$ cat src/rtl/run_dec.sv
// ============================================================================
// run_dec: JPEG-LS run-interruption sample decoder; macro RUN_DEC_CHK_EN adds sticky code checks. Rev 1.0
// ============================================================================
`default_nettype none

module run_dec #(
   parameter int LIMIT = 23
) (
   input  logic       clk,
   input  logic       rstn,
   input  logic       i_init,
   input  logic       i_vl,
   output logic       o_rdy,
   input  logic [7:0] i_px,
   input  logic       i_s,
   input  logic       i_q,
   input  logic [3:0] i_cn,
   output logic       o_kvl,
   output logic [3:0] o_k,
   output logic [4:0] o_lm,
   input  logic       i_bvl,
   input  logic [4:0] i_zc,
   input  logic [7:0] i_bv,
   output logic       o_vl,
   output logic [7:0] o_x,
   output logic       o_err
);

   typedef enum logic [1:0] {
      S_IDLE = 2'd0,
      S_KCAL = 2'd1,
      S_WAIT = 2'd2,
      S_REC  = 2'd3
   } state_t;

   localparam logic [6:0]  N_INIT = 7'd1;
   localparam logic [16:0] A_INIT = 17'd4;
   localparam logic [6:0]  B_INIT = 7'd0;

   state_t      state;
   logic [7:0]  px_lat;
   logic        s_lat;
   logic        q_lat;
   logic [3:0]  cn_lat;
   logic [4:0]  zc_lat;
   logic [7:0]  bv_lat;

   logic [6:0]  n_ctx [2];
   logic [16:0] a_ctx [2];
   logic [6:0]  b_ctx [2];

   logic [6:0]  n_cur;
   logic [16:0] a_cur;
   logic [6:0]  b_cur;
   logic [18:0] at;
   logic [3:0]  k_calc;
   logic [4:0]  lm_calc;
   logic [9:0]  kmask;
   logic [9:0]  zc_sh;
   logic [9:0]  merr;
   logic        map;
   logic [9:0]  abserr;
   logic        cond;
   logic        err_neg;
   logic        err_pos;
   logic        add;
   logic [7:0]  x_calc;
   logic        halve;
   logic [6:0]  n_new;
   logic [6:0]  b_inc;
   logic [6:0]  b_new;
   logic [16:0] a_inc;
   logic [16:0] a_new;

   assign o_rdy = (state == S_IDLE);

   always_comb begin
      n_cur   = n_ctx[q_lat];
      a_cur   = a_ctx[q_lat];
      b_cur   = b_ctx[q_lat];
      at      = {2'd0, a_cur} + (q_lat ? {13'd0, n_cur[6:1]} : 19'd0);
      k_calc  = 4'd0;
      for (int ii = 0; ii < 13; ii++) begin
         if (({12'd0, n_cur} << ii) < at)
            k_calc = k_calc + 4'd1;
      end
      lm_calc = 5'(LIMIT) - {1'b0, cn_lat};

      // Regular code: zc is the high part, k raw bits the low part; escape carries merr-1 in 8 bits.
      kmask   = (10'd1 << o_k) - 10'd1;
      zc_sh   = {5'd0, zc_lat} << o_k;
      merr    = (zc_lat < o_lm) ? (zc_sh | ({2'd0, bv_lat} & kmask))
                                : ({2'd0, bv_lat} + 10'd1);
      map     = merr[0] ^ q_lat;
      abserr  = 10'(({1'b0, merr} + 11'(q_lat) + 11'(map)) >> 1);
      cond    = (o_k == 4'd0) && ({b_cur, 1'b0} < {1'b0, n_cur});
      err_pos = (abserr != 10'd0) && (map ? cond : !cond);
      err_neg = (abserr != 10'd0) && !err_pos;
      add     = ~(s_lat ^ err_neg);
      x_calc  = add ? (px_lat + abserr[7:0]) : (px_lat - abserr[7:0]);

      halve   = (n_cur >= 7'd64);
      n_new   = halve ? ({1'b0, n_cur[6:1]} + 7'd1) : (n_cur + 7'd1);
      b_inc   = b_cur + {6'd0, err_neg};
      b_new   = halve ? {1'b0, b_inc[6:1]} : b_inc;
      a_inc   = a_cur + 17'(({1'b0, merr} + 11'(!q_lat)) >> 1);
      a_new   = halve ? {1'b0, a_inc[16:1]} : a_inc;
   end

`ifdef RUN_DEC_CHK_EN
   logic viol;
   assign viol = (zc_lat > o_lm) || (abserr > 10'd128) || (err_pos && (abserr == 10'd128));
`else
   assign o_err = 1'b0;
`endif

   always_ff @(posedge clk or negedge rstn) begin
      if (!rstn) begin
         state    <= S_IDLE;
         o_vl     <= 1'b0;
         o_kvl    <= 1'b0;
         o_x      <= 8'd0;
         o_k      <= 4'd0;
         o_lm     <= 5'd0;
         px_lat   <= 8'd0;
         s_lat    <= 1'b0;
         q_lat    <= 1'b0;
         cn_lat   <= 4'd0;
         zc_lat   <= 5'd0;
         bv_lat   <= 8'd0;
         n_ctx[0] <= N_INIT;
         n_ctx[1] <= N_INIT;
         a_ctx[0] <= A_INIT;
         a_ctx[1] <= A_INIT;
         b_ctx[0] <= B_INIT;
         b_ctx[1] <= B_INIT;
`ifdef RUN_DEC_CHK_EN
         o_err    <= 1'b0;
`endif
      end else if (i_init) begin
         state    <= S_IDLE;
         o_vl     <= 1'b0;
         o_kvl    <= 1'b0;
         n_ctx[0] <= N_INIT;
         n_ctx[1] <= N_INIT;
         a_ctx[0] <= A_INIT;
         a_ctx[1] <= A_INIT;
         b_ctx[0] <= B_INIT;
         b_ctx[1] <= B_INIT;
`ifdef RUN_DEC_CHK_EN
         o_err    <= 1'b0;
`endif
      end else begin
         o_vl <= 1'b0;
         unique case (state)
            S_IDLE: begin
               if (i_vl) begin
                  px_lat <= i_px;
                  s_lat  <= i_s;
                  q_lat  <= i_q;
                  cn_lat <= i_cn;
                  state  <= S_KCAL;
               end
            end
            S_KCAL: begin
               o_k   <= k_calc;
               o_lm  <= lm_calc;
               o_kvl <= 1'b1;
               state <= S_WAIT;
            end
            S_WAIT: begin
               if (i_bvl) begin
                  zc_lat <= i_zc;
                  bv_lat <= i_bv;
                  o_kvl  <= 1'b0;
                  state  <= S_REC;
               end
            end
            S_REC: begin
               o_x          <= x_calc;
               o_vl         <= 1'b1;
               n_ctx[q_lat] <= n_new;
               a_ctx[q_lat] <= a_new;
               b_ctx[q_lat] <= b_new;
`ifdef RUN_DEC_CHK_EN
               if (viol)
                  o_err <= 1'b1;
`endif
               state <= S_IDLE;
            end
            default: state <= S_IDLE;
         endcase
      end
   end

endmodule

`default_nettype wire

$ cat config.mk
export PLATFORM = sky130hd
export DESIGN_NAME = run_dec
export DESIGN_NICKNAME = d
export VERILOG_FILES = /design/src/rtl/run_dec.sv
export SDC_FILE = /design/constraint.sdc
export NUM_CORES = 1
export LEC_CHECK = 0
export BUFFER_PORTS_ARGS = -buffer_cell sky130_fd_sc_hd__buf_2
export CAP_MARGIN = 20
export CELL_PAD_IN_SITES_DETAIL_PLACEMENT = 0
export CELL_PAD_IN_SITES_GLOBAL_PLACEMENT = 1
export CORE_MARGIN = 2
export CORE_UTILIZATION = 49
export CTS_CLUSTER_SIZE = 10
export DETAILED_ROUTE_END_ITERATION = 8
export PLACE_DENSITY = 0.91
export SLEW_MARGIN = 30
export SYNTH_ARGS = -nofsm -noshare
export SYNTH_HDL_FRONTEND = slang
export SYNTH_SLANG_ARGS = --single-unit
$ cat constraint.sdc
create_clock -name clk -period 14.9 [get_ports clk]
set_input_delay 2.98 -clock clk [delete_from_list [all_inputs] [get_ports clk]]
set_output_delay 2.98 -clock clk [all_outputs]
set_load 0.02 [all_outputs]
Word-level counts from Yosys, hierarchy flattened
Cells that the tools add are included.
{ "totals": {"word_cells": 143, "in_bits": 32, "ff_bits": 110} }
{ "op_classes": {"n_eq_ne": 5, "shifts": 2, "n_addsub": 25, "n_reduce_logical": 18, "muxes": 51, "bitwise": 6, "n_lt_le_gt_ge": 18} }
{ "ops": {"columns": ["op", "n"], "rows": [
  ["$mux W17", 5],
  ["$mux W34", 2],
  ["$mux W7", 9],
  ["$mux W14", 4],
  ["$mux W4", 12],
  ["$add A4 B1 Y4 const B", 11],
  ["$bwmux W34", 1],
  ["$bwmux W14", 2],
  ["$add A10 B1 Y11", 2],
  ["$lt A19 B18 Y1", 1],
  ["$add A17 B6 Y18", 1],
  ["$lt A10 B18 Y1", 1],
  ["$lt A11 B18 Y1", 1],
  ["$lt A12 B18 Y1", 1],
  ["$lt A13 B18 Y1", 1],
  ["$lt A14 B18 Y1", 1],
  ["$lt A15 B18 Y1", 1],
  ["$lt A16 B18 Y1", 1],
  ["$lt A17 B18 Y1", 1],
  ["$lt A18 B18 Y1", 1],
  ["$lt A7 B18 Y1", 1],
  ["$lt A8 B18 Y1", 1],
  ["$lt A9 B18 Y1", 1],
  ["$add A17 B10 Y17", 1],
  ["43 further kinds", 62]
]} }

Logic depth before layout (Yosys ltp)
Gate-level depths: netlist of run 1.
{ "depth": {"word_depth": 32, "mapped_depth": 50, "depth_no_buf": 45} }

Worst setup path before layout of run 1
Ideal clock, no wire load.
{ "synth_timing": {"path_kind": "reg2reg", "from": "register q_lat", "to": "register o_k[2]", "setup_ns": 0.135, "setup_slack_ns": 4.386, "required_time_ns": 14.765, "path_stages_with_launch": 46, "n_path_buf": 7, "t_arrival_ns": 10.379, "path_cell_list": "dfrtp_1 -> buf_6 -> buf_8 -> buf_8 -> clkbuf_1 -> clkbuf_1 -> mux2_2 -> ha_1 -> fa_1 -> a21o_1 -> a311o_1 -> nand4_1 -> xnor2_2 -> and4_4 -> nand2_4 -> buf_4 -> or3_1 -> ha_1 -> (+10 left out) -> and2_1 -> ha_1 -> xnor3_1 -> nand3_1 -> o21ai_1 -> nor2_1 -> ha_1 -> and3_1 -> mux2i_1 -> o41ai_1 -> or3_1 -> ha_1 -> mux2_2 -> ha_1 -> nand2_1 -> xnor2_1 -> xnor2_1 -> o21ai_0"} }
{ "synth_via": {"elab_chain_cells": 32, "elab_cells_between_ends": 47} }
{ "synth_rtl": {"columns": ["item", "line_no", "rtl"], "rows": [
  ["start, declared", "43", "logic q_lat;"],
  ["start signal, assigned", "160", "q_lat <= i_q;"],
  ["$not A1 Y2 (implied by the code)", "78, 79", null],
  ["$mux W7 (implied by the code) (3 in series)", "78", "n_cur = n_ctx[q_lat];"],
  ["$mux W6", "81", "at = {2'd0, a_cur} + (q_lat ? {13'd0, n_cur[6:1]} : 19'd0);"],
  ["$add A17 B6 Y18", "81", null],
  ["$lt A7 B18 Y1", "84", "if (({12'd0, n_cur} << ii) < at)"],
  ["$mux W1", "84", null],
  ["$add A1 B1 Y2", "85", "k_calc = k_calc + 4'd1;"],
  ["$mux W4", "84", null],
  ["(+14 left out)", null, null],
  ["$add A4 B1 Y4", "85", null],
  ["$mux W4", "84", null],
  ["$add A4 B1 Y4", "85", null],
  ["$mux W4", "84", null],
  ["$add A4 B1 Y4", "85", null],
  ["$mux W4", "84", null],
  ["$add A4 B1 Y4", "85", null],
  ["$mux W4 (*)", "84", null],
  ["end signal, assigned", "166", "o_k <= k_calc;"],
  ["end, declared", "19", "output logic [3:0] o_k,"]
]} }
Every way passes the cells marked *; elsewhere a longest branch is shown, timed or not. The select of a mux whose other input is x is not followed.
A chain may end at the register's enable or synchronous reset.

Worst setup path after layout of run 1
Ends and elaborated chain as after synthesis.

==> results.sh, run 1 <==
export IMPL_gp_congestion=0.933
export IMPL_skew_ns=0.0122
export IMPL_cts_root_buffer="clkbuf_16"
export IMPL_start_util_pct=50.3
export IMPL_vias=9598
export IMPL_slew_headroom_pct=28.2
export IMPL_netlist_area_um2=11000
export IMPL_rsz0062_at_grt="no"
export IMPL_clk_pin_slew_ns=0.08
export IMPL_htreeDepth=3
export IMPL_slowest_stage="clkinv_1"
export IMPL_antenna_found_initial=0
export IMPL_synth_seq_cells=110
export IMPL_cts_setup_buffers=0
export IMPL_clockPowerShare_pct=8.5
export IMPL_fin_crit_ns=11.02
export IMPL_slowest_delay_ns=0.72
export IMPL_clockBufferDepth=2
export IMPL_wl_um=28600
export IMPL_pre_cts_slack_ns=4.03
export IMPL_fp_dieArea_um2=23700
export IMPL_grt_usage_pct=24.1
export IMPL_start_kind="register"
export IMPL_p_per_area_nw_per_um2=246
export IMPL_synth_seq_area_share_pct=25.0
export IMPL_via_per_inst=6.13
export IMPL_clock_sinks=110
export IMPL_grt_max_degree=66
export IMPL_cp_arrival_ns=11.26
export IMPL_cp_common_cell="ha_1"
export IMPL_switchingPower_mw=1.41
export IMPL_leakagePower_nw=5.41
export IMPL_hold_viol=0
export IMPL_worst_path_buf_inv=5
export IMPL_maxSlewViolCount=0
export IMPL_worst_pin_slew_ns=1.05
export IMPL_synth_top_cell_area_share_pct=24.0
export IMPL_hpwlAfterDp_um=21500
export IMPL_setup_slack_ns=3.88
export IMPL_core_area_um2=22000
export IMPL_multi_input_area_um2=7800
export IMPL_drc=0
export IMPL_dieWidth_um=154
export IMPL_drive_gt1_share_pct=14.4
export IMPL_antennaDiodeCount=0
export IMPL_first_pass_iters=5
export IMPL_worstHoldStart="cn_lat[0]"
export IMPL_period_share_pct=74.0
export IMPL_ys_types=102
export IMPL_synth_area_leaders="dfrtp_1 24%, ha_1 13%, xnor2_1 5.0%"
export IMPL_portBuffers=51
export IMPL_cts_resized=0
export IMPL_synthTopCellsByCount="119 x nand2_1, 116 x ha_1, 106 x dfrtp_1"
export IMPL_path_class="register to register"
export IMPL_num_io_pins=53
export IMPL_cts_hold_buffers=0
export IMPL_cts_tree="done"
export IMPL_syn_avg_cell_area_um2=8.79
export IMPL_crit_family="adder cells"
export IMPL_syn_nets=1407
export IMPL_whs_path_depth=1
export IMPL_min_to="o_lm[0]"
export IMPL_fin_setup_tns_ns=0
export IMPL_cp_depth=41
export IMPL_timing_rr_start="q_lat"
export IMPL_ys_flop_type="dfrtp_1"
export IMPL_yosysMostFrequentCell="nand2_1"
export IMPL_reg2reg_setup_slack_ns=3.88
export IMPL_max_cap_violations=0
export IMPL_area_growth_pct=6.72
export IMPL_die_y_um=154
export IMPL_post_synth_top_area_cell="dfrtp_1"
export IMPL_p_int_mw=1.49
export IMPL_final_nets=1432
export IMPL_numCtsBuffers=9
export IMPL_clk_latency_ns=0.37
export IMPL_ys_warnings_count=0
export IMPL_synth_edff_count=0
export IMPL_detail_route_antenna_nets=0
export IMPL_r2r_end="o_k[2]"
export IMPL_fmax_mhz=90.8
export IMPL_fp_row_count=54
export IMPL_p_sw_share_pct=48.7
export IMPL_combPwrFrac_pct=76.4
export IMPL_endpoint_kind="register"
export IMPL_seqCellArea_um2=2760
export IMPL_grt_pass1_wl_um=47000
export IMPL_drt_iter0_drc=668
export IMPL_overflow=0
export IMPL_p_seq_share_pct=15.1
export IMPL_setup_viol=0
export IMPL_synth_cells=1256
export IMPL_crit_required_ns=15.14
export IMPL_async_flop_share_pct=100
export IMPL_grt_pass1_vias=9288
export IMPL_r2r_cells=41
export IMPL_hold_class="register to register"
export IMPL_ir_drop_mv=0.187
export IMPL_outcome="completed"
export IMPL_fillers=2026
export IMPL_crit_path_start="q_lat"
export IMPL_avgRoutedWirePerCell_um=18.3
export IMPL_path_max_fanout=36
[power groups by stage]
stage	Clock, mW	Sequential, mW	Combinational [mW]
after floorplan	0	0.436	1.79
after detailed placement	0	0.443	2.19
after CTS	0.251	0.438	2.22
final	0.246	0.439	2.22
after global placement	0	0.441	2.16
after global routing	0.262	0.448	2.47
[cells by family (layout without fill, tap and decap cells)]
family          Yosys count  in the layout  synth area share (%)
compound gates          365            365                  22.8
simple gates            361            361                  16.1
fa+ha+maj               124            124                  14.2
flops                   110            110                  25.0
buf+inv                 109            139                  4.43
xor+xnor                101            101                  9.18
mux                      85             85                  8.33
other cells               1              1                0.0340
[metal layers]
| metal | vias up | global-route usage [%] | routed length, um |
|---|---|---|---|
| li1 | 4675 | - | - |
| met4 | 0 | 6.10 | 398 |
| met1 | 4631 | 33.8 | 13800 |
| met5 | - | 0 | 0 |
| met3 | 31 | 3.30 | 1470 |
| met2 | 261 | 39.3 | 12900 |
[through the flow]
stage                     power [mW]  instances  hold slack [ns]  util [%]  cell area [um^2]
after floorplan                 2.23       1256            0.434         -             11000
after global placement          2.61       1550            0.442      52.3             11500
after detailed placement        2.64       1550            0.454      52.3             11500
after CTS                       2.91       1566            0.465      53.6             11800
after global routing            3.18       1566            0.491      53.7             11800
final                           2.90       1566            0.461      53.7             11800
[cell type report]
type,instances,share of cell area [%]
flip-flops and latches,110,23.4
clock inverters,7,0.669
repair buffers,61,2.82
well taps,280,2.97
multi-input cells,1037,66.2
clock buffers,9,1.91
inverters,62,1.98
[registers in the layout, indices dropped and copies added, names as in the netlist, 2 cells and up]
register and flops:
a_ctx 34, b_ctx 14, n_ctx 14, bv_lat 8
o_x 8, px_lat 8, o_lm 5, zc_lat 5
cn_lat 4, o_k 4, state 2
[layout by cell type (no fill, tap or decap), types with 20 or more instances in the layout]
cell / Yosys / final
a21o_1: 28 / 28
a21oi_1: 73 / 71
a31oi_1: 20 / 20
buf_2: 3 / 50
dfrtp_1: 106 / 105
ha_1: 116 / 116
inv_1: 57 / 57
mux2_2: 43 / 43
mux2i_1: 38 / 38
nand2_1: 119 / 119
nand3_1: 39 / 39
nor2_1: 67 / 66
nor3_1: 20 / 20
o21ai_0: 90 / 90
xnor2_1: 63 / 63
xor2_1: 28 / 28
[worst max path at each step]
stage          slack [ns]      to
6_report             3.88  o_k[2]
5_1_grt              3.20  o_k[2]
4_1_cts              4.00  o_k[2]
3_5_place_dp         4.03  o_k[2]
3_3_place_gp         4.41  o_k[2]
2_1_floorplan        4.39  o_k[2]
Power figures use the tool's default switching activity.
==> run 2: changes to the inputs <==
- CORE_UTILIZATION: 49 -> 44
- PLACE_DENSITY: 0.91 -> 0.87
- clock period: 14.9 -> 9.05 ns (I/O delays scaled with it)
==> results.sh, run 2 (synthesized netlist as in run 1, its figures left out) <==
export IMPL_portBuffers=51
export IMPL_max_cap_violations=0
export IMPL_cp_common_cell="ha_4"
export IMPL_detail_route_antenna_nets=0
export IMPL_grt_usage_pct=23.3
export IMPL_leakagePower_nw=5.74
export IMPL_cp_arrival_ns=9.04
export IMPL_core_area_um2=24500
export IMPL_cts_tree="done"
export IMPL_grt_pass1_wl_um=49500
export IMPL_antenna_found_initial=0
export IMPL_outcome="completed"
export IMPL_holdWs_ns=0.464
export IMPL_crit_required_ns=9.28
export IMPL_via_per_inst=5.96
export IMPL_worst_pin_slew_ns=0.884
export IMPL_slowest_delay_ns=0.49
export IMPL_drive_gt1_share_pct=22.1
export IMPL_first_pass_iters=7
export IMPL_p_per_area_nw_per_um2=403
export IMPL_grt_max_degree=62
export IMPL_layout_common_cells="118 x nand2_1, 107 x ha_1, 105 x dfrtp_1"
export IMPL_maxSlewViolCount=0
export IMPL_clockBufferDepth=2
export IMPL_p_int_mw=2.64
export IMPL_hold_class="register to register"
export IMPL_path_class="register to register"
export IMPL_avgRoutedWirePerCell_um=18.5
export IMPL_p_seq_share_pct=14.1
export IMPL_vias=9953
export IMPL_switchingPower_mw=2.46
export IMPL_layout_commonest_cell="nand2_1"
export IMPL_grt_pass1_vias=9442
export IMPL_skew_ns=0.00957
export IMPL_start_util_pct=45.1
export IMPL_period_share_pct=97.3
export IMPL_pre_cts_slack_ns=0.0466
export IMPL_hold_viol=0
export IMPL_numCtsBuffers=9
export IMPL_gp_congestion=0.924
export IMPL_crit_family="simple AND/OR/NAND/NOR gates"
export IMPL_final_nets=1492
export IMPL_cts_hold_buffers=0
export IMPL_dpl_cell_area_um2=11900
export IMPL_fmax_mhz=114
export IMPL_setup_viol=0
export IMPL_setup_slack_ns=0.243
export IMPL_clk_latency_ns=0.37
export IMPL_drt_iter0_drc=816
export IMPL_reg_top3="a_ctx: 34 flops, b_ctx: 14 flops, n_ctx: 14 flops"
export IMPL_htreeDepth=3
export IMPL_p_sw_share_pct=48.2
export IMPL_ir_drop_mv=0.415
export IMPL_num_io_pins=53
export IMPL_wl_um=30800
export IMPL_fin_crit_ns=8.81
export IMPL_regMostFlops="a_ctx"
export IMPL_start_kind="register"
export IMPL_fp_dieArea_um2=26400
export IMPL_fp_row_count=57
export IMPL_slowest_stage="dfrtp_2"
export IMPL_antennaDiodeCount=0
export IMPL_path_max_fanout=8
export IMPL_worst_path_buf_inv=2
export IMPL_slew_headroom_pct=40.4
export IMPL_clock_sinks=110
export IMPL_area_growth_pct=14.5
export IMPL_largest_register_ffs=34
export IMPL_combPwrFrac_pct=78.4
export IMPL_drc=0
export IMPL_clk_pin_slew_ns=0.08
export IMPL_post_route_cell_area_um2=12600
export IMPL_overflow=0
export IMPL_die_y_um=162
export IMPL_endpoint_kind="register"
export IMPL_clockPowerShare_pct=7.6
export IMPL_cts_root_buffer="clkbuf_16"
export IMPL_dieWidth_um=162
export IMPL_hpwlAfterDp_um=23000
run 2: changes by cell type in the layout (fill, tap and decap cells not counted), moves of 4 or more:
cell,previous run,this run
buf_4,11,71
ha_1,116,107
ha_4,0,7
nor2_1,66,62
run 2: cell type report:
cell class / instances / area, um^2
repair buffers: 121 / 783
multi-input cells: 1037 / 8190
well taps: 324 / 405
clock buffers: 10 / 229
flip-flops and latches: 110 / 2760
fillers: 2274 / 11800
clock inverters: 6 / 46.3
inverters: 62 / 233
run 2: worst paths after layout:
kind / startpoint / to / slack, ns / cells past startpoint
setup reg to reg: q_lat / o_k[2] / 0.24 / 40
hold reg to reg: cn_lat[1] / o_lm[1] / 0.46 / 1
max in group asynchronous: rstn / q_lat / 6.35 / 2
setup / recovery: q_lat / o_k[2] / 0.24 / 40
min in group asynchronous: rstn / b_ctx[11] / 1.47 / 1
hold / removal: cn_lat[1] / o_lm[1] / 0.46 / 1
run 2: worst register-to-register path, delay by kind of cell (launching register included):
kind                       cells  cell delay [ns]
and+or+nand+nor               13             2.60
adders and majority gates      9             2.34
AOI/OAI and AO/OA              8             1.51
muxes                          4             0.91
xor gates and xnor gates       4             0.61
DFF                            1             0.49
buffers and inverters          2             0.22
run 2: layer usage:
metal | share of wire (%) | global-route usage [%] | up-vias
met4 | 1.8 | 5.63 | 0
met3 | 6.4 | 3.97 | 52
met5 | 0 | 0 | -
li1 | - | - | 4796
met1 | 46 | 32.8 | 4804
met2 | 45 | 37.3 | 301
run 2: power groups by stage:
| stage | Sequential [mW] | Clock, mW | Combinational, mW |
|---|---|---|---|
| finish | 0.717 | 0.385 | 4.00 |
| global placement | 0.725 | 0 | 3.70 |
| global route | 0.735 | 0.411 | 4.42 |
| floorplan | 0.718 | 0 | 3.06 |
| detailed placement | 0.727 | 0 | 3.78 |
| CTS | 0.719 | 0.393 | 3.80 |
run 2: stage by stage:
step | cells | total power [mW] | utilization, % | TNS, ns
after global placement | 1632 | 4.43 | 48.8 | 0
final | 1670 | 5.10 | 51.7 | 0
after global routing | 1670 | 5.57 | 51.7 | -0.168
after detailed placement | 1632 | 4.50 | 48.8 | 0
after floorplan | 1256 | 3.78 | - | -0.148
after CTS | 1648 | 4.91 | 50.0 | 0
run 2: timing repair:
action | 4_1_cts | 5_1_grt
buffers inserted | 0 | 22
setup endpoints to repair | 0 | 3
gates resized for setup | 0 | 45
==> run 3: changes to the inputs <==
- ABC_AREA: unset -> 1
- CORE_UTILIZATION: 44 -> 42
- PLACE_DENSITY: 0.87 -> 0.88
- SETUP_SLACK_MARGIN: unset -> 0.05
==> results.sh, run 3 <==
export IMPL_outcome="completed"
export IMPL_synth_edff_count=0
export IMPL_hold_viol=0
export IMPL_fmax_mhz=122
export IMPL_ys_flop_type="dfrtp_1"
export IMPL_gp_congestion=0.885
export IMPL_numCtsBuffers=9
export IMPL_syn_avg_cell_area_um2=6.70
export IMPL_layout_commonest_cell="nand2_1"
export IMPL_crit_required_ns=9.28
export IMPL_synth_seq_area_share_pct=23.5
export IMPL_cts_hold_buffers=0
export IMPL_num_io_pins=53
export IMPL_cp_common_cell="nand2_1"
export IMPL_regMostFlops="a_ctx"
export IMPL_fillers=2876
export IMPL_layout_common_cells="479 x nand2_1, 232 x inv_1, 151 x nand3_1"
export IMPL_drc=0
export IMPL_async_flop_share_pct=100
export IMPL_clockBufferDepth=2
export IMPL_overflow=0
export IMPL_fp_dieArea_um2=29200
export IMPL_core_area_um2=27600
export IMPL_cts_root_buffer="clkbuf_16"
export IMPL_maxSlewViolCount=0
export IMPL_antenna_found_initial=0
export IMPL_start_util_pct=42.4
export IMPL_yosysMostFrequentCell="nand2_1"
export IMPL_ys_warnings_count=0
export IMPL_drt_iter0_drc=717
export IMPL_endpoint_kind="register"
export IMPL_avgRoutedWirePerCell_um=14.0
export IMPL_synth_area_leaders="dfrtp_1 23%, nand2_1 15%, ha_1 12%"
export IMPL_fin_setup_tns_ns=0
export IMPL_clk_pin_slew_ns=0.08
export IMPL_slew_headroom_pct=40.6
export IMPL_slowest_delay_ns=0.65
export IMPL_largest_register_ffs=34
export IMPL_fin_crit_ns=8.20
export IMPL_seqCellArea_um2=2760
export IMPL_synthTopCellsByCount="482 x nand2_1, 232 x inv_1, 152 x nand3_1"
export IMPL_fp_row_count=61
export IMPL_area_growth_pct=7.81
export IMPL_ys_types=57
export IMPL_hold_class="register to register"
export IMPL_clock_sinks=110
export IMPL_grt_usage_pct=21.2
export IMPL_first_pass_iters=5
export IMPL_syn_nets=1900
export IMPL_vias=11200
export IMPL_reg_top3="a_ctx: 34 flops, b_ctx: 14 flops, n_ctx: 14 flops"
export IMPL_start_kind="register"
export IMPL_period_share_pct=90.6
export IMPL_slowest_stage="dfrtp_4"
export IMPL_post_synth_top_area_cell="dfrtp_1"
export IMPL_final_nets=1933
export IMPL_portBuffers=51
export IMPL_cp_arrival_ns=8.43
export IMPL_dieWidth_um=171
export IMPL_rsz0062_at_grt="no"
export IMPL_via_per_inst=5.16
export IMPL_synth_cells=1749
export IMPL_path_class="register to register"
export IMPL_htreeDepth=3
export IMPL_path_max_fanout=28
export IMPL_antennaDiodeCount=0
export IMPL_clk_latency_ns=0.37
export IMPL_synth_seq_cells=110
export IMPL_detail_route_antenna_nets=0
export IMPL_netlist_area_um2=11700
export IMPL_grt_max_degree=77
export IMPL_setup_viol=0
export IMPL_wl_um=30300
export IMPL_hpwlAfterDp_um=23400
export IMPL_grt_pass1_wl_um=50400
export IMPL_die_y_um=171
export IMPL_grt_pass1_vias=10400
export IMPL_cts_tree="done"
export IMPL_skew_ns=0.0141
export IMPL_drive_gt1_share_pct=13.0
export IMPL_max_cap_violations=0
export IMPL_worst_pin_slew_ns=0.888
export IMPL_synth_top_cell_area_share_pct=22.6
export IMPL_multi_input_area_um2=7780
export IMPL_cts_setup_buffers=0
## run 3: cell count changes after synthesis, sizes merged, moves of 26 or more
cell	before	now
a21o	29	1
inv	59	256
mux2	43	17
mux2i	42	4
nand2	121	535
nand3	39	165
nor2	69	121
o21ai	96	122
o22ai	8	42
xnor2	70	15
## run 3: logic make-up (layout without fill, tap and decap cells)
kind of cell | count (synthesis) | count (layout) | share of synthesized area (%)
other | 1 | 1 | 0.0320
muxes | 21 | 21 | 1.98
and+or+nand+nor | 886 | 886 | 34.5
adders and majority gates | 119 | 119 | 12.9
DFF | 110 | 110 | 23.5
buffers and inverters | 298 | 336 | 10.1
AOI/OAI and AO/OA | 260 | 260 | 12.9
xor gates and xnor gates | 54 | 54 | 4.04
## run 3: critical path, delay by kind of cell (launching register included)
kind            cells  cell delay, ns
compound gates      3            0.50
fa+ha+maj           9            2.70
xor+xnor            1            0.14
simple gates       32            3.52
flops               1            0.65
buf+inv             5            0.50
## run 3: path summary, 6_finish.rpt
check	depth (start not counted)	endpoint	slack [ns]	from
hold / removal	1	o_lm[1]	0.46	cn_lat[1]
max in group asynchronous	2	q_lat	6.58	rstn
min in group asynchronous	1	b_ctx[2]	1.39	rstn
setup / recovery	50	o_k[1]	0.85	q_lat
hold reg to reg	1	o_lm[1]	0.46	cn_lat[1]
setup reg to reg	50	o_k[1]	0.85	q_lat
## run 3: final cells by class
| class | count | share of cell area (%) |
|---|---|---|
| clock inverters | 6 | 0.456 |
| multi-input cells | 1341 | 61.7 |
| well taps | 378 | 3.75 |
| inverters | 257 | 7.68 |
| repair buffers | 63 | 2.78 |
| clock buffers | 10 | 1.81 |
| flip-flops and latches | 110 | 21.9 |
## run 3: timing repair
item                                    CTS  global route
resized for setup                         0             3
endpoints found under the setup margin    0             3
endpoints found under the hold margin     0             0
## run 3: routing by layer
| layer | track usage [%] | wire length, um | part of all wire (%) | up-vias |
|---|---|---|---|---|
| met5 | 0 | 0 | 0 | - |
| met4 | 4.86 | 464 | 1.5 | 0 |
| met3 | 3.24 | 1310 | 4.3 | 31 |
| met2 | 35.5 | 13900 | 46 | 201 |
| met1 | 28.8 | 14600 | 48 | 5153 |
| li1 | - | - | - | 5797 |
## run 3: through the flow
stage	utilization (%)	cell area, um^2	hold slack, ns	std cells	setup slack, ns
CTS	45.6	12600	0.467	2165	0.651
floorplan	-	11700	0.434	1749	0.745
finish	45.7	12600	0.464	2165	0.853
global placement	44.6	12300	0.441	2149	0.857
detailed placement	44.6	12300	0.457	2149	0.691
global route	45.7	12600	0.499	2165	0.0601
Power of run 3 is left out: the tool's default activity adds up to more than one toggle a clock period on the data nets, which glitch-free logic cannot reach.
